`config.mk`:
```
export PLATFORM = sky130hd
export DESIGN_NAME = forward_scoreboard_flat
export DESIGN_NICKNAME = d
export VERILOG_FILES = /design/src/rtl/forward_scoreboard_if.sv /design/src/rtl/forward_scoreboard.sv /design/src/flat_wrapper.sv
export SDC_FILE = /design/constraint.sdc
export NUM_CORES = 1
export LEC_CHECK = 0
export ABC_AREA = 1
export BUFFER_PORTS_ARGS = -buffer_cell sky130_fd_sc_hd__buf_4
export CAP_MARGIN = 25
export CORE_MARGIN = 2
export CORE_UTILIZATION = 40
export CTS_BUF_LIST = sky130_fd_sc_hd__clkbuf_4 sky130_fd_sc_hd__clkbuf_8
export DETAILED_ROUTE_END_ITERATION = 8
export GPL_TIMING_DRIVEN = 1
export PLACE_DENSITY = 0.6
export RECOVER_POWER = 100
export SETUP_SLACK_MARGIN = 0.2
export SYNTH_ARGS = -nofsm -noshare
export SYNTH_HDL_FRONTEND = slang
export SYNTH_SLANG_ARGS = --single-unit
```
`constraint.sdc`:
```
create_clock -name clk -period 2.19 [get_ports clk]
set_input_delay 0.1095 -clock clk [delete_from_list [all_inputs] [get_ports clk]]
set_output_delay 0.1095 -clock clk [all_outputs]
set_load 0.01 [all_outputs]
```
`src/rtl/forward_scoreboard_if.sv`:
```
// forward_scoreboard_if
// Groups the decode-stage instruction fields presented to the scoreboard and
// the hazard/forwarding decisions it returns.
//   master : drives the D-stage fields, receives stall / fwd_* / md_busy
//   slave  : the scoreboard side (receives D fields, drives decisions)
interface forward_scoreboard_if #(
    parameter int AW = 5,
    parameter int TW = 2
);
    logic [AW-1:0] d_rs;
    logic [AW-1:0] d_rt;
    logic          d_rs_use;
    logic          d_rt_use;
    logic [TW-1:0] d_rs_tuse;
    logic [TW-1:0] d_rt_tuse;
    logic          d_wen;
    logic [AW-1:0] d_dst;
    logic [TW-1:0] d_tnew;
    logic          d_md;
    logic          d_md_div;
    logic          d_md_use;

    logic          stall;
    logic [1:0]    fwd_d_rs;
    logic [1:0]    fwd_d_rt;
    logic [1:0]    fwd_e_rs;
    logic [1:0]    fwd_e_rt;
    logic          fwd_m_rt;
    logic          md_busy;

    modport master (
        output d_rs, d_rt, d_rs_use, d_rt_use, d_rs_tuse, d_rt_tuse,
               d_wen, d_dst, d_tnew, d_md, d_md_div, d_md_use,
        input  stall, fwd_d_rs, fwd_d_rt, fwd_e_rs, fwd_e_rt, fwd_m_rt, md_busy
    );

    modport slave (
        input  d_rs, d_rt, d_rs_use, d_rt_use, d_rs_tuse, d_rt_tuse,
               d_wen, d_dst, d_tnew, d_md, d_md_div, d_md_use,
        output stall, fwd_d_rs, fwd_d_rt, fwd_e_rs, fwd_e_rt, fwd_m_rt, md_busy
    );
endinterface

```
`src/rtl/forward_scoreboard.sv`:
```
// forward_scoreboard
// Tnew/Tuse hazard scoreboard for a 5-stage pipeline. Tracks the producers
// sitting in E, M and W, decides the D-stage stall, and selects forwarding
// sources for the D, E and M operands. Also tracks mult/div occupancy.
// Ports:
//   clk   : rising-edge clock
//   reset : asynchronous, active-low; clears all records and the md counter
//   sb    : forward_scoreboard_if.slave (D-stage fields in, decisions out)
//           fwd_d_*: 0 regfile, 1 W, 2 M, 3 E
//           fwd_e_*: 0 pipe register, 1 W, 2 M
//           fwd_m_rt: 0 pipe register, 1 W
module forward_scoreboard #(
    parameter int AW       = 5,
    parameter int TW       = 2,
    parameter int MULT_LAT = 5,
    parameter int DIV_LAT  = 10
) (
    input  logic                 clk,
    input  logic                 reset,
    forward_scoreboard_if.slave  sb
);
    localparam int MAX_LAT = (MULT_LAT > DIV_LAT) ? MULT_LAT : DIV_LAT;
    localparam int CW      = $clog2(MAX_LAT + 1);

    // Producer records
    logic          e_valid, e_rs_use, e_rt_use;
    logic [AW-1:0] e_dst, e_rs, e_rt;
    logic [TW-1:0] e_tnew;
    logic          m_valid, m_rt_use;
    logic [AW-1:0] m_dst, m_rt;
    logic [TW-1:0] m_tnew;
    logic          w_valid;
    logic [AW-1:0] w_dst;
    logic [TW-1:0] w_tnew;

    logic [CW-1:0] md_cnt;
    logic          md_busy;
    logic          stall;

    logic [2:0]    rs_d_pick, rt_d_pick;

    function automatic logic [TW-1:0] sat_dec(input logic [TW-1:0] t);
        return (t == '0) ? '0 : t - TW'(1);
    endfunction

    function automatic logic hit(input logic v, input logic u,
                                 input logic [AW-1:0] a, input logic [AW-1:0] d);
        return v & u & (a == d) & (a != '0);
    endfunction

    // {hazard, select}: only the nearest matching producer is considered,
    // so a younger producer with nonzero tnew blocks an older ready one.
    function automatic logic [2:0] d_pick(input logic [AW-1:0] a, input logic u,
                                          input logic [TW-1:0] tuse);
        logic       haz;
        logic [1:0] sel;
        haz = 1'b0;
        sel = 2'd0;
        if (hit(e_valid, u, a, e_dst)) begin
            haz = (e_tnew > tuse);
            sel = (e_tnew == '0) ? 2'd3 : 2'd0;
        end else if (hit(m_valid, u, a, m_dst)) begin
            haz = (m_tnew > tuse);
            sel = (m_tnew == '0) ? 2'd2 : 2'd0;
        end else if (hit(w_valid, u, a, w_dst)) begin
            haz = (w_tnew > tuse);
            sel = (w_tnew == '0) ? 2'd1 : 2'd0;
        end
        return {haz, sel};
    endfunction

    function automatic logic [1:0] e_pick(input logic [AW-1:0] a, input logic u);
        logic [1:0] sel;
        sel = 2'd0;
        if (hit(m_valid, u, a, m_dst))
            sel = (m_tnew == '0) ? 2'd2 : 2'd0;
        else if (hit(w_valid, u, a, w_dst))
            sel = (w_tnew == '0) ? 2'd1 : 2'd0;
        return sel;
    endfunction

    assign md_busy = (md_cnt != '0);

    always_comb begin
        rs_d_pick = d_pick(sb.d_rs, sb.d_rs_use, sb.d_rs_tuse);
        rt_d_pick = d_pick(sb.d_rt, sb.d_rt_use, sb.d_rt_tuse);
        stall     = rs_d_pick[2] | rt_d_pick[2] |
                    ((sb.d_md | sb.d_md_use) & md_busy);
    end

    assign sb.stall    = stall;
    assign sb.md_busy  = md_busy;
    assign sb.fwd_d_rs = rs_d_pick[1:0];
    assign sb.fwd_d_rt = rt_d_pick[1:0];
    assign sb.fwd_e_rs = e_pick(e_rs, e_rs_use);
    assign sb.fwd_e_rt = e_pick(e_rt, e_rt_use);
    assign sb.fwd_m_rt = hit(w_valid, m_rt_use, m_rt, w_dst) & (w_tnew == '0);

    always_ff @(posedge clk or negedge reset) begin
        if (!reset) begin
            e_valid  <= 1'b0;
            e_rs_use <= 1'b0;
            e_rt_use <= 1'b0;
            e_dst    <= '0;
            e_rs     <= '0;
            e_rt     <= '0;
            e_tnew   <= '0;
            m_valid  <= 1'b0;
            m_rt_use <= 1'b0;
            m_dst    <= '0;
            m_rt     <= '0;
            m_tnew   <= '0;
            w_valid  <= 1'b0;
            w_dst    <= '0;
            w_tnew   <= '0;
        end else begin
            w_valid  <= m_valid;
            w_dst    <= m_dst;
            w_tnew   <= sat_dec(m_tnew);
            m_valid  <= e_valid;
            m_dst    <= e_dst;
            m_tnew   <= sat_dec(e_tnew);
            m_rt     <= e_rt;
            m_rt_use <= e_rt_use;
            if (stall) begin
                e_valid  <= 1'b0;
                e_rs_use <= 1'b0;
                e_rt_use <= 1'b0;
                e_dst    <= '0;
                e_rs     <= '0;
                e_rt     <= '0;
                e_tnew   <= '0;
            end else begin
                e_valid  <= sb.d_wen & (sb.d_dst != '0);
                e_rs_use <= sb.d_rs_use;
                e_rt_use <= sb.d_rt_use;
                e_dst    <= sb.d_dst;
                e_rs     <= sb.d_rs;
                e_rt     <= sb.d_rt;
                e_tnew   <= sb.d_tnew;
            end
        end
    end

    always_ff @(posedge clk or negedge reset) begin
        if (!reset)
            md_cnt <= '0;
        else if (sb.d_md && !stall)
            md_cnt <= sb.d_md_div ? CW'(DIV_LAT) : CW'(MULT_LAT);
        else if (md_cnt != '0)
            md_cnt <= md_cnt - CW'(1);
    end
endmodule

```
`src/flat_wrapper.sv`:
```
// flat-port wrapper written by rule: the top's interface ports become plain ports
module forward_scoreboard_flat 
#(
    parameter int AW       = 5,
    parameter int TW       = 2,
    parameter int MULT_LAT = 5,
    parameter int DIV_LAT  = 10
)
  (clk, reset, sb_d_rs, sb_d_rt, sb_d_rs_use, sb_d_rt_use, sb_d_rs_tuse, sb_d_rt_tuse, sb_d_wen, sb_d_dst, sb_d_tnew, sb_d_md, sb_d_md_div, sb_d_md_use, sb_stall, sb_fwd_d_rs, sb_fwd_d_rt, sb_fwd_e_rs, sb_fwd_e_rt, sb_fwd_m_rt, sb_md_busy);
  forward_scoreboard_if #(.AW(AW), .TW(TW)) sb_i ();
  input  logic clk;
  input  logic reset;
  input wire logic [$bits(sb_i.d_rs)-1:0] sb_d_rs;
  input wire logic [$bits(sb_i.d_rt)-1:0] sb_d_rt;
  input wire logic [$bits(sb_i.d_rs_use)-1:0] sb_d_rs_use;
  input wire logic [$bits(sb_i.d_rt_use)-1:0] sb_d_rt_use;
  input wire logic [$bits(sb_i.d_rs_tuse)-1:0] sb_d_rs_tuse;
  input wire logic [$bits(sb_i.d_rt_tuse)-1:0] sb_d_rt_tuse;
  input wire logic [$bits(sb_i.d_wen)-1:0] sb_d_wen;
  input wire logic [$bits(sb_i.d_dst)-1:0] sb_d_dst;
  input wire logic [$bits(sb_i.d_tnew)-1:0] sb_d_tnew;
  input wire logic [$bits(sb_i.d_md)-1:0] sb_d_md;
  input wire logic [$bits(sb_i.d_md_div)-1:0] sb_d_md_div;
  input wire logic [$bits(sb_i.d_md_use)-1:0] sb_d_md_use;
  output wire logic [$bits(sb_i.stall)-1:0] sb_stall;
  output wire logic [$bits(sb_i.fwd_d_rs)-1:0] sb_fwd_d_rs;
  output wire logic [$bits(sb_i.fwd_d_rt)-1:0] sb_fwd_d_rt;
  output wire logic [$bits(sb_i.fwd_e_rs)-1:0] sb_fwd_e_rs;
  output wire logic [$bits(sb_i.fwd_e_rt)-1:0] sb_fwd_e_rt;
  output wire logic [$bits(sb_i.fwd_m_rt)-1:0] sb_fwd_m_rt;
  output wire logic [$bits(sb_i.md_busy)-1:0] sb_md_busy;
  assign sb_i.d_rs = sb_d_rs;
  assign sb_i.d_rt = sb_d_rt;
  assign sb_i.d_rs_use = sb_d_rs_use;
  assign sb_i.d_rt_use = sb_d_rt_use;
  assign sb_i.d_rs_tuse = sb_d_rs_tuse;
  assign sb_i.d_rt_tuse = sb_d_rt_tuse;
  assign sb_i.d_wen = sb_d_wen;
  assign sb_i.d_dst = sb_d_dst;
  assign sb_i.d_tnew = sb_d_tnew;
  assign sb_i.d_md = sb_d_md;
  assign sb_i.d_md_div = sb_d_md_div;
  assign sb_i.d_md_use = sb_d_md_use;
  assign sb_stall = sb_i.stall;
  assign sb_fwd_d_rs = sb_i.fwd_d_rs;
  assign sb_fwd_d_rt = sb_i.fwd_d_rt;
  assign sb_fwd_e_rs = sb_i.fwd_e_rs;
  assign sb_fwd_e_rt = sb_i.fwd_e_rt;
  assign sb_fwd_m_rt = sb_i.fwd_m_rt;
  assign sb_md_busy = sb_i.md_busy;
  forward_scoreboard #(.AW(AW), .TW(TW), .MULT_LAT(MULT_LAT), .DIV_LAT(DIV_LAT)) u_core (.clk(clk), .reset(reset), .sb(sb_i));
endmodule
```
# Yosys cells after proc, flatten, opt, wreduce, memory -nomap -nowiden
# Index checks and enable logic that the tools add are counted.
# W data, S select, Z words.
[totals]
ff_bits = 46
in_bits = 29
[classes]
n_reduce_logical = 13
eq_ne = 11
bitwise = 39
addsub = 3
muxes = 31
n_lt_le_gt_ge = 6
[op_table]
columns = ["operator", "n"]
rows = [
  ["$eq A5 B5 Y1", 11],
  ["$and A1 B1 Y1", 36],
  ["$mux W2", 15],
  ["$reduce_bool A5 Y1", 6],
  ["$mux W5", 3],
  ["$gt A2 B2 Y1", 6],
  ["$mux W4", 3],
  ["$mux W1", 10],
  ["$logic_not A2 Y1", 3],
  ["$reduce_bool A4 Y1", 1],
  ["$sub A2 B1 Y2 const B", 2],
  ["$sub A4 B1 Y4 const B", 1],
  ["$or A1 B1 Y1", 3],
  ["$reduce_bool A2 Y1", 1],
  ["$logic_and A1 B1 Y1", 1],
  ["$logic_not A1 Y1", 1],
]

# Depth between registers and ports, before layout
# Gate-level depths: netlist of run 1.
[logic_depth]
depth_word = 11
ltp_mapped = 17
ltp_nobuf = 16

# Least setup slack after synthesis of run 1
# Ideal clock, no wire load.
[synth_path]
path_kind = "reg-to-reg"
start = "register u_core.md_cnt[0]"
end = "register u_core.md_cnt[2]"
arrival_time_ns = 1.606
path_slack_ns = 0.471
path_stages_with_launch = 14
path_buffers = 0
setup_ns = 0.113
cell_sequence = "dfrtp_1 -> inv_1 -> ha_1 -> nand2_1 -> nor2_2 -> inv_1 -> o21ai_0 -> nand3_2 -> nor2_8 -> nand3_4 -> nand2_1 -> nand2_1 -> nand2_1 -> inv_1"
[synth_between]
elab_chain_cells = 6
word_cells_on_any_way = 9
classes_between = "1 x add/sub; 2 x mux; 2 x bitwise; 4 x reduce/logical"
[synth_rtl]
columns = ["item", "line_no", "source"]
rows = [
  ["start: declaration", "forward_scoreboard.sv:36", "logic [CW-1:0] md_cnt;"],
  ["start signal: assignment", "forward_scoreboard.sv:149", "md_cnt <= sb.d_md_div ? CW'(DIV_LAT) : CW'(MULT_LAT);"],
  ["start signal: assignment", "forward_scoreboard.sv:151", "md_cnt <= md_cnt - CW'(1);"],
  ["$reduce_bool A4 Y1 *", "forward_scoreboard.sv:82", "assign md_busy = (md_cnt != '0);"],
  ["named net sb_md_busy", "flat_wrapper.sv:31", "output wire logic [$bits(sb_i.md_busy)-1:0] sb_md_busy;"],
  ["$and A1 B1 Y1", "forward_scoreboard.sv:88", "((sb.d_md | sb.d_md_use) & md_busy);"],
  ["$or A1 B1 Y1", "forward_scoreboard.sv:87", "stall = rs_d_pick[2] | rt_d_pick[2] |"],
  ["$logic_not A1 Y1", "forward_scoreboard.sv:148", "else if (sb.d_md && !stall)"],
  ["$logic_and A1 B1 Y1", "forward_scoreboard.sv:148", ""],
  ["$mux W4 or $reduce_bool A2 Y1 (tied branches)", "n/a", ""],
]
# The timed path passes the listed nets; every way through them passes the cells marked *. The select of a mux whose other input is x is not followed.
# A chain may end at the register's enable or synchronous reset.

# Worst setup path in the final report of run 1
[layout_path]
start = "register u_core.m_dst[3]"
end = "output port sb_stall"
[layout_between]
elab_chain_cells = 7
word_cells_on_any_way = 12
classes_between = "2 x eq/ne; 4 x mux; 6 x bitwise"
[layout_rtl]
columns = ["item", "line_no", "source"]
rows = [
  ["start: declaration", "forward_scoreboard.sv:30", "logic [AW-1:0] m_dst, m_rt;"],
  ["start signal: assignment", "forward_scoreboard.sv:121", "m_dst <= e_dst;"],
  ["$eq A5 B5 Y1", "forward_scoreboard.sv:48", "return v & u & (a == d) & (a != '0);"],
  ["$and A1 B1 Y1 (2 in a row)", "forward_scoreboard.sv:48", ""],
  ["$mux W1", "forward_scoreboard.sv:62", "end else if (hit(m_valid, u, a, m_dst)) begin"],
  ["$mux W1", "forward_scoreboard.sv:59", "if (hit(e_valid, u, a, e_dst)) begin"],
  ["$or A1 B1 Y1 * (2 in a row)", "forward_scoreboard.sv:87", ""],
  ["end: declaration", "flat_wrapper.sv:25", "output wire logic [$bits(sb_i.stall)-1:0] sb_stall;"],
]
# Mark *: on every way between the ends. The rest lies on a longest branch, timed or not.

==> impl_metrics.py, run 1 <==
metrics = {
    "clocking": {
        "cts_sinks": 46,
        "clk_latency_ns": 0.31,
        "cts_tree": "built",
        "numCtsBuffers": 5,
        "cts_root_buffer": "clkbuf_8",
        "htreeDepth": 2,
        "cts.reportedPaths.clkPinSlew_ns": 0.08,
        "clock_path_buffers": 2,
    },
    "cells_and_area": {
        "synthToLayoutAreaGrowth_pct": 20.7,
        "nets": 486,
        "n_antenna_cell": 0,
        "layoutNonFillerInstCount": 542,
        "drive_gt1_frac": 0.230,
    },
    "status": {
        "status": "completed",
    },
    "logic_synthesis": {
        "seq_area_frac_synth": 0.390,
        "synthesis.area_um2": 2950,
        "syn_nets": 431,
        "yosysTopAreaCellShare": 0.390,
        "synth_area_leaders": "dfrtp_1, nand2_1, inv_1",
        "synthArstFlopShare": 1.00,
        "ys_ff_latch": 46,
        "synth_cell_type_count": 36,
        "synth_top_cell_by_area": "dfrtp_1",
        "syn_area_per_cell_um2": 7.61,
        "syn_inst": 388,
        "synth_top_flop_cell": "dfrtp_1",
        "synth_edf_count": 0,
        "ys_warn_count": 0,
    },
    "power_and_ir_drop": {
        "cellPowerDensity_nw_per_um2": 773,
        "ir_drop_mv": 0.419,
        "power.total_uw": 2750,
        "total_leakage_power_uw": 0.00184,
    },
    "global_routing": {
        "met2_usage": 0.342,
        "grt_max_degree": 47,
        "grt_pass1_wl_mm": 12.7,
        "busiest_layer": "met2",
        "antenna_found_initial": 0,
        "grt_pass1_vias": 2538,
        "use_met1": 0.257,
        "grt_use_met3": 0.0360,
        "track_usage": 0.198,
        "overflow": 0,
    },
    "sta": {
        "layout_min_cycle_time_ns": 2.00,
        "slew_violations": 0,
        "rsz0062_at_grt": "yes",
        "tightestPinTransition_ns": 1.14,
        "tns_ns": 0,
        "worst_hold_slack_ns": 0.0281,
        "finalCritPeriodShare": 0.912,
        "slew_headroom": 0.240,
        "setup_viol": 0,
        "timing_hold_violations_final": 0,
        "fmax_mhz": 501,
        "final.setup_skew_ns": 0.00416,
    },
    "die": {
        "row_count": 31,
        "core-area_um2": 7210,
        "io_pins": 40,
        "die_x_um": 89.9,
        "dieArea_um2": 8090,
        "die_y_um": 89.9,
        "start_util": 0.409,
    },
    "routing": {
        "detail-route-antenna-nets": 0,
        "drtIter0Drc": 148,
        "wire_per_inst_um": 14.4,
        "drt_first_pass_iters": 4,
        "vias": 2701,
        "vias_per_cell": 4.98,
        "routed_wl_mm": 7.79,
        "route.detailed.drc": 0,
    },
    "setup_path": {
        "crit_fanout": 4,
        "arrival_ns": 1.89,
        "timing.rr.start": "u_core.m_dst[3]",
        "cp-endpoint": "sb_stall",
        "worst_setup_path_start_kind": "register",
        "reg2reg_to": "u_core.e_rt[2]",
        "r2r_slack_ns": 0.22,
        "endpoint_kind": "primary output",
        "crit_path_start": "u_core.m_dst[3]",
        "worstSetupPathType": "reg2out",
        "crit_required_ns": 2.08,
        "reg2reg_depth": 14,
    },
    "place": {
        "dp_cells": 523,
        "place_congestion": 0.949,
        "io_buffers": 39,
        "dp_hpwl_mm": 6.05,
    },
    "run": {
        "max_cap_violations": 0,
    },
    "worst_hold_path": {
        "worstHoldPathType": "in2reg",
    },
}
## critical path, cell delays in order, from the launching register on
cell      delay, ns
dfrtp_1        0.42
inv_2          0.09
nand2_1        0.07
nand2_1        0.05
nor2_1         0.13
nand2_1        0.11
nor2_4         0.17
nor2_1         0.07
nand2_2        0.08
nand2_4        0.07
nor2_8         0.12
nand2_8        0.06
clkbuf_2       0.14
## cells in the mapped netlist (2+ instances only)
library cell,instances
nor2_2,21
o21ai_1,4
nor2_1,34
xnor2_1,9
nor3_1,4
nand4_1,5
o22ai_1,7
o21ai_0,6
xor2_1,8
buf_2,3
buf_6,2
nand2_2,4
nor2_4,2
nand3_2,2
dfrtp_1,46
a221oi_1,2
inv_1,59
and2_1,2
o2111ai_1,4
nand2_1,95
inv_2,10
ha_1,14
nand3_1,15
a21oi_1,16
nor4_1,3
## final cells by class
class	count	area, um2
well taps	99	124
fillers	763	3650
multi-input cells	267	1510
clock inverters	1	30.0
clock buffers	6	82.6
inverters	69	259
flip-flops and latches	46	1160
repair buffers	54	395
## flip-flops by register name, summed over array words and instances (netlist names), 2 cells and up
signal	cells
u_core.m_dst	5
u_core.e_rt	5
u_core.e_dst	5
u_core.e_tnew	2
u_core.m_rt	5
u_core.e_rs	5
u_core.m_tnew	2
u_core.md_cnt	4
u_core.w_dst	5
u_core.w_tnew	2
## worst min path at each step
stage                      start               end  slack, ns  cells after the start
CTS                  sb_d_dst[2]   u_core.e_dst[2]       0.03                      3
detailed placement         reset   u_core.e_dst[2]       0.16                      1
global route        sb_d_tnew[1]  u_core.e_tnew[1]       0.03                      3
finish              sb_d_tnew[1]  u_core.e_tnew[1]       0.03                      3
global placement           reset   u_core.e_dst[2]       0.16                      1
floorplan                  reset   u_core.e_dst[0]      -0.19                      0
## logic make-up (layout without fill, tap and decap cells)
kind of cell,count (synthesis),count (layout),synth area share
flip-flops,46,46,0.390
AO/OA/AOI/OAI,44,44,0.0915
XOR/XNOR,17,17,0.0504
AND/OR/NAND/NOR,192,192,0.307
buffers and inverters,75,130,0.102
adder cells (fa/ha/maj),14,14,0.0593
## per-layer routing
layer	wire, um	part of all wire	up-vias
li1	-	-	1332
met1	3400	0.44	1285
met2	3900	0.50	76
met3	382	0.049	8
met4	99	0.013	0
met5	0	0	-
## stage by stage
step | utilization | setup slack [ns] | cell area (um2)
global route | 0.494 | 0.0591 | 3560
finish | 0.494 | 0.193 | 3560
global placement | 0.466 | 0.246 | 3360
detailed placement | 0.466 | 0.231 | 3360
CTS | 0.489 | 0.151 | 3530
floorplan | - | 0.471 | 2950
## cells in the final DEF (no fill, tap or decap), drive strengths merged
| cell | instances |
|---|---|
| nor3 | 4 |
| clkbuf | 15 |
| a21oi | 16 |
| nor4 | 3 |
| bufinv | 1 |
| o22ai | 7 |
| a221oi | 2 |
| o41ai | 1 |
| a2111oi | 1 |
| o21ai | 10 |
| nor3b | 1 |
| nand3 | 18 |
| ha | 14 |
| dlygate4sd3 | 1 |
| nand4 | 6 |
| inv | 69 |
| o2111ai | 4 |
| nor2 | 58 |
| and2 | 2 |
| o21bai | 1 |
| o211ai | 1 |
| xor2 | 8 |
| xnor2 | 9 |
| or4 | 1 |
| buf | 44 |
| dfrtp | 46 |
| nand2 | 99 |
| a2111o | 1 |
## what timing repair did
action,4_1_cts,5_1_grt
resized for setup,9,18
endpoints found under the hold margin,46,0
pin swaps,3,3
setup buffers,3,8
setup endpoints to repair,6,7
hold buffers,1,0
## power breakdown
| group | total, uW | internal [uW] | leakage [uW] | switching (uW) |
|---|---|---|---|---|
| combinational | 937 | 405 | 0.00118 | 532 |
| sequential | 1170 | 1000 | 0.000599 | 167 |
| clock | 650 | 365 | 0.0000573 | 285 |
| total | 2750 | 1770 | 0.00184 | 984 |
(Power assumes the default switching activity.)
==> inputs of run 2 (changes only) <==
PLACE_DENSITY = 0.62   (was 0.6)
==> run 2 against run 1 <==
Effect of this change:
- global-route usage grew 0.21 points
- worst setup slack lost 0.014 ns
- fmax shrank 0.68%
- clock skew is essentially flat
- flip-flop and latch count is the same
- cell area grew 2.6%
- core utilization grew 1.3 points
==> impl_metrics.py, run 2 (same netlist as run 1, synthesis figures left out) <==
metrics = {
    "sta": {
        "tns_ns": 0,
        "rsz0062_at_grt": "yes",
        "tightestPinTransition_ns": 1.17,
        "worst_hold_slack_ns": 0.0250,
        "timing_hold_violations_final": 0,
        "fmax_mhz": 497,
        "setup_viol": 0,
        "finalCritPeriodShare": 0.918,
        "final.setup_skew_ns": 0.00378,
        "layout_min_cycle_time_ns": 2.01,
        "slew_violations": 0,
        "slew_headroom": 0.219,
    },
    "setup_path": {
        "crit_top_cell": "nand2_4",
        "cp_slowest_cell": "dfrtp_1",
        "slowest_delay_ns": 0.45,
        "worst_setup_path_start_kind": "register",
        "crit_chain": "ha_4 > inv_1 > o21bai_1 > nand4_1 > nand2_1 > nand2_4 > nand2_4 > clkbuf_1",
        "crit_required_ns": 2.08,
        "arrival_ns": 1.90,
        "worstSetupPathType": "reg2out",
        "endpoint_kind": "primary output",
        "crit_fanout": 5,
    },
    "routing": {
        "drt_first_pass_iters": 4,
        "vias": 2715,
        "routed_wl_mm": 7.94,
        "wire_per_inst_um": 14.5,
        "vias_per_cell": 4.96,
        "detail-route-antenna-nets": 0,
        "drtIter0Drc": 149,
        "route.detailed.drc": 0,
    },
    "status": {
        "status": "completed",
    },
    "die": {
        "io_pins": 40,
        "die_x_um": 89.9,
        "core-area_um2": 7210,
        "start_util": 0.409,
        "row_count": 31,
        "dieArea_um2": 8090,
        "die_y_um": 89.9,
    },
    "clocking": {
        "htreeDepth": 2,
        "cts.reportedPaths.clkPinSlew_ns": 0.09,
        "numCtsBuffers": 5,
        "cts_sinks": 46,
        "cts_tree": "built",
        "clock_path_buffers": 2,
        "cts_root_buffer": "clkbuf_8",
        "clk_latency_ns": 0.30,
    },
    "global_routing": {
        "grt_max_degree": 47,
        "overflow": 0,
        "grt_pass1_wl_mm": 13.0,
        "grt_pass1_vias": 2639,
        "antenna_found_initial": 0,
        "track_usage": 0.200,
    },
    "power_and_ir_drop": {
        "pwr-share-comb": 0.358,
        "switching_share": 0.374,
        "p_sw_uw": 1000,
        "total_leakage_power_uw": 0.00185,
        "cellPowerDensity_nw_per_um2": 733,
        "ir_drop_mv": 0.460,
        "seqPwrFrac": 0.434,
        "pwr-share-clk": 0.208,
        "internal_power_uw": 1680,
    },
    "cells_and_area": {
        "final_cell_mix": "nand2_1, inv_1, buf_4, nor2_1, dfrtp_1",
        "layout_commonest_cell": "nand2_1",
        "synthToLayoutAreaGrowth_pct": 23.8,
        "nets": 490,
        "drive_gt1_frac": 0.254,
        "n_antenna_cell": 0,
    },
    "run": {
        "max_cap_violations": 0,
    },
    "place": {
        "place_congestion": 0.902,
        "dp_hpwl_mm": 5.96,
        "io_buffers": 39,
    },
    "worst_hold_path": {
        "worstHoldPathType": "in2reg",
    },
}
[run 2: cell types whose count changed in the layout (fill, tap and decap cells not counted), sizes merged]
cell    before  now
clkbuf      15   16
bufinv       1    0
buf         44   48
clkinv       0    1
[run 2: power groups by stage]
stage	Sequential, uW	Combinational (uW)	Clock [uW]
floorplan	1110	654	0
global placement	1180	838	0
detailed placement	1180	850	0
CTS	1170	892	573
global route	1180	1090	600
finish	1160	959	557
[run 2: critical path, delay by kind of cell (launching register included)]
kind | cells | cell delay [ns]
buffers and inverters | 2 | 0.23
flip-flops | 1 | 0.45
AO/OA/AOI/OAI | 1 | 0.18
adder cells (fa/ha/maj) | 1 | 0.30
AND/OR/NAND/NOR | 4 | 0.43
[run 2: final timing paths]
kind	from	end	slack (ns)	cells after the start
setup / recovery	u_core.m_tnew[1]	sb_stall	0.18	8
hold / removal	sb_d_dst[0]	u_core.e_dst[0]	0.02	3
setup reg to reg	u_core.m_tnew[1]	u_core.e_rt[1]	0.29	9
hold reg to reg	u_core.e_dst[4]	u_core.m_dst[4]	0.41	0
max in group asynchronous	reset	u_core.w_dst[3]	0.83	2
min in group asynchronous	reset	u_core.m_dst[0]	0.58	2
[run 2: what timing repair did]
action / in CTS / in global routing
setup endpoints to repair: 22 / 26
gates resized for setup: 13 / 32
hold buffers: 1 / 0
pin swaps: 5 / 13
setup buffers: 5 / 11
endpoints found under the hold margin: 46 / 0
[run 2: metrics by stage]
step | utilization | setup slack (ns) | cells | total power (uW) | instance area [um2]
floorplan | - | 0.471 | 388 | 1770 | 2950
global placement | 0.463 | 0.222 | 522 | 2010 | 3340
detailed placement | 0.463 | 0.187 | 522 | 2030 | 3340
CTS | 0.487 | 0.178 | 536 | 2630 | 3510
global route | 0.507 | 0.0680 | 547 | 2870 | 3660
finish | 0.507 | 0.179 | 547 | 2680 | 3660
[run 2: layout make-up]
class,count,area (um2)
Inverter,69,262
Timing Repair Buffer,58,417
Clock inverter,1,5.00
Clock buffer,7,90.1
Multi-Input combinational cell,267,1600
Fill cell,747,3560
Tap cell,99,124
Sequential cell,46,1160
[run 2: layer usage]
metal	GRT usage	up-vias	share of wire
met5	0	-	0
met4	0.0590	0	0.022
met3	0.0386	17	0.042
met2	0.334	68	0.48
met1	0.266	1291	0.45
li1	-	1339	-
==> inputs of run 3 (changes only) <==
==> constraint.sdc (replaced) <==
create_clock -name clk -period 2.19 [get_ports clk]
set_input_delay 0.438 -clock clk [delete_from_list [all_inputs] [get_ports clk]]
set_output_delay 0.438 -clock clk [all_outputs]
set_load 0.01 [all_outputs]
==> run 3 against run 2 <==
Effect of this change:
- the run now ends with setup timing left
- flip-flop and latch count unchanged
- clock skew shrank 0.0016 ns
- core utilization grew 3.5 points
- critical path depth decreased by 2
- cell count grew 2.0%
- register-to-register slack worse by 0.18 ns
- critical endpoint is now sb_fwd_e_rs[0]
- highest routed layer unchanged
==> impl_metrics.py, run 3 (same netlist as run 1, synthesis figures left out) <==
metrics = {
    "status": {
        "status": "finished, violations left",
        "violations": "setup timing",
    },
    "routing": {
        "vias": 2711,
        "routed_wl_mm": 7.86,
        "m1WireLength_mm": 3.45,
        "wire_per_inst_um": 14.1,
        "drt_first_pass_iters": 4,
        "routed-wl-met2_mm": 3.90,
        "drtIter0Drc": 110,
        "dr_wl_met3_um": 350,
        "route.detailed.drc": 0,
        "vias_per_cell": 4.86,
        "detail-route-antenna-nets": 0,
        "top_layer": "met4",
    },
    "place": {
        "pre_cts_ws_ns": -0.00902,
        "io_buffers": 39,
        "dp_hpwl_mm": 5.93,
        "place_congestion": 0.933,
        "dpl-instance-area_um2": 3390,
    },
    "cells_and_area": {
        "layout_commonest_cell": "nand2_1",
        "fill_cells": 721,
        "drive_gt1_frac": 0.392,
        "multi_input_area_um2": 1710,
        "seq_area_um2": 1160,
        "synthToLayoutAreaGrowth_pct": 32.5,
        "final_area_um2": 3910,
        "n_antenna_cell": 0,
        "nets": 501,
        "final_cell_mix": "nand2_1, buf_4, inv_1, dfrtp_1, nor2_2",
    },
    "power_and_ir_drop": {
        "ir_drop_mv": 0.483,
        "total_leakage_power_uw": 0.00196,
        "cellPowerDensity_nw_per_um2": 727,
        "power.total_uw": 2840,
    },
    "die": {
        "die_x_um": 89.9,
        "core-area_um2": 7210,
        "row_count": 31,
        "die_y_um": 89.9,
        "start_util": 0.409,
        "dieArea_um2": 8090,
        "io_pins": 40,
    },
    "setup_path": {
        "crit_top_cell": "buf_6",
        "cp_slowest_cell": "dfrtp_2",
        "slowest_delay_ns": 0.46,
        "worstSetupPathType": "reg2out",
        "crit_required_ns": 1.75,
        "arrival_ns": 1.79,
        "crit_chain": "buf_6 > buf_6 > xor2_1 > a2111o_1 > nor3b_2 > buf_4",
        "crit_fanout": 4,
        "endpoint_kind": "primary output",
        "worst_setup_path_start_kind": "register",
    },
    "global_routing": {
        "grt_max_degree": 47,
        "antenna_found_initial": 0,
        "grt_pass1_vias": 2630,
        "track_usage": 0.201,
        "overflow": 0,
        "grt_pass1_wl_mm": 12.9,
    },
    "clocking": {
        "numCtsBuffers": 5,
        "cts_tree": "built",
        "clk_latency_ns": 0.30,
        "cts_sinks": 46,
        "htreeDepth": 2,
        "cts.reportedPaths.clkPinSlew_ns": 0.08,
        "cts_root_buffer": "clkbuf_8",
        "clock_path_buffers": 2,
    },
    "run": {
        "max_cap_violations": 0,
    },
    "sta": {
        "setup_ws_ns": -0.0350,
        "finalCritPeriodShare": 1.02,
        "worst_hold_slack_ns": 0.133,
        "layout_min_cycle_time_ns": 2.23,
        "setup_viol": 4,
        "tns_ns": -0.0968,
        "slew_headroom": 0.618,
        "slew_violations": 0,
        "timing_hold_violations_final": 0,
        "tightestPinTransition_ns": 0.573,
        "rsz0062_at_grt": "yes",
        "fmax_mhz": 449,
        "final.setup_skew_ns": 0.00219,
    },
    "worst_hold_path": {
        "worstHoldPathType": "in2async",
    },
}
[run 3: cell count changes in the layout (fill, tap and decap cells not counted), sizes merged]
cell,change
dlygate4sd3,-1
buf,+21
clkbuf,-9
[run 3: repair_timing]
| item | CTS | global route |
|---|---|---|
| hold buffers | 0 | 0 |
| resized for setup | 54 | 29 |
| cloned | 0 | 0 |
| buffers inserted | 16 | 6 |
| pin swaps | 26 | 14 |
| setup endpoints to repair | 29 | 26 |
[run 3: report_power, final]
group | total (uW) | internal (uW) | switching, uW | leakage, uW
clock | 547 | 267 | 280 | 0.0000517
combinational | 1110 | 494 | 620 | 0.00131
sequential | 1180 | 1000 | 179 | 0.000593
total | 2840 | 1760 | 1080 | 0.00196
[run 3: layout make-up]
cell class | instances | share of cell area
well taps | 99 | 0.0317
clock buffers | 7 | 0.0230
repair buffers | 69 | 0.141
inverters | 69 | 0.0675
clock inverters | 1 | 0.00128
flip-flops and latches | 46 | 0.298
multi-input cells | 267 | 0.438
[run 3: through the flow]
step / utilization / std cells
floorplan: - / 388
global placement: 0.470 / 528
detailed placement: 0.470 / 528
CTS: 0.523 / 552
global route: 0.542 / 558
finish: 0.542 / 558
[run 3: per-layer routing]
metal,vias to the layer above,track usage
met3,13,0.0352
met4,0,0.0577
met2,63,0.344
met5,-,0
met1,1263,0.262
li1,1372,-
[run 3: critical path, delay by kind of cell (launching register included)]
family,cells,cell delay (ns)
AOI/OAI and AO/OA,1,0.35
and+or+nand+nor,1,0.16
xor gates and xnor gates,1,0.15
DFF,1,0.46
buffers and inverters,3,0.37
[run 3: path summary, 6_finish.rpt]
check | start | endpoint | slack, ns | cells after the start
min in group clk | sb_d_tnew[1] | u_core.e_tnew[1] | 0.36 | 3
hold reg to reg | u_core.e_valid | u_core.m_valid | 0.42 | 0
hold / removal | reset | u_core.e_dst[0] | 0.13 | 1
setup reg to reg | u_core.w_tnew[1] | u_core.md_cnt[1] | 0.11 | 16
max in group asynchronous | reset | u_core.w_valid | 1.64 | 1
setup / recovery | u_core.w_dst[0] | sb_fwd_e_rs[0] | -0.04 | 6
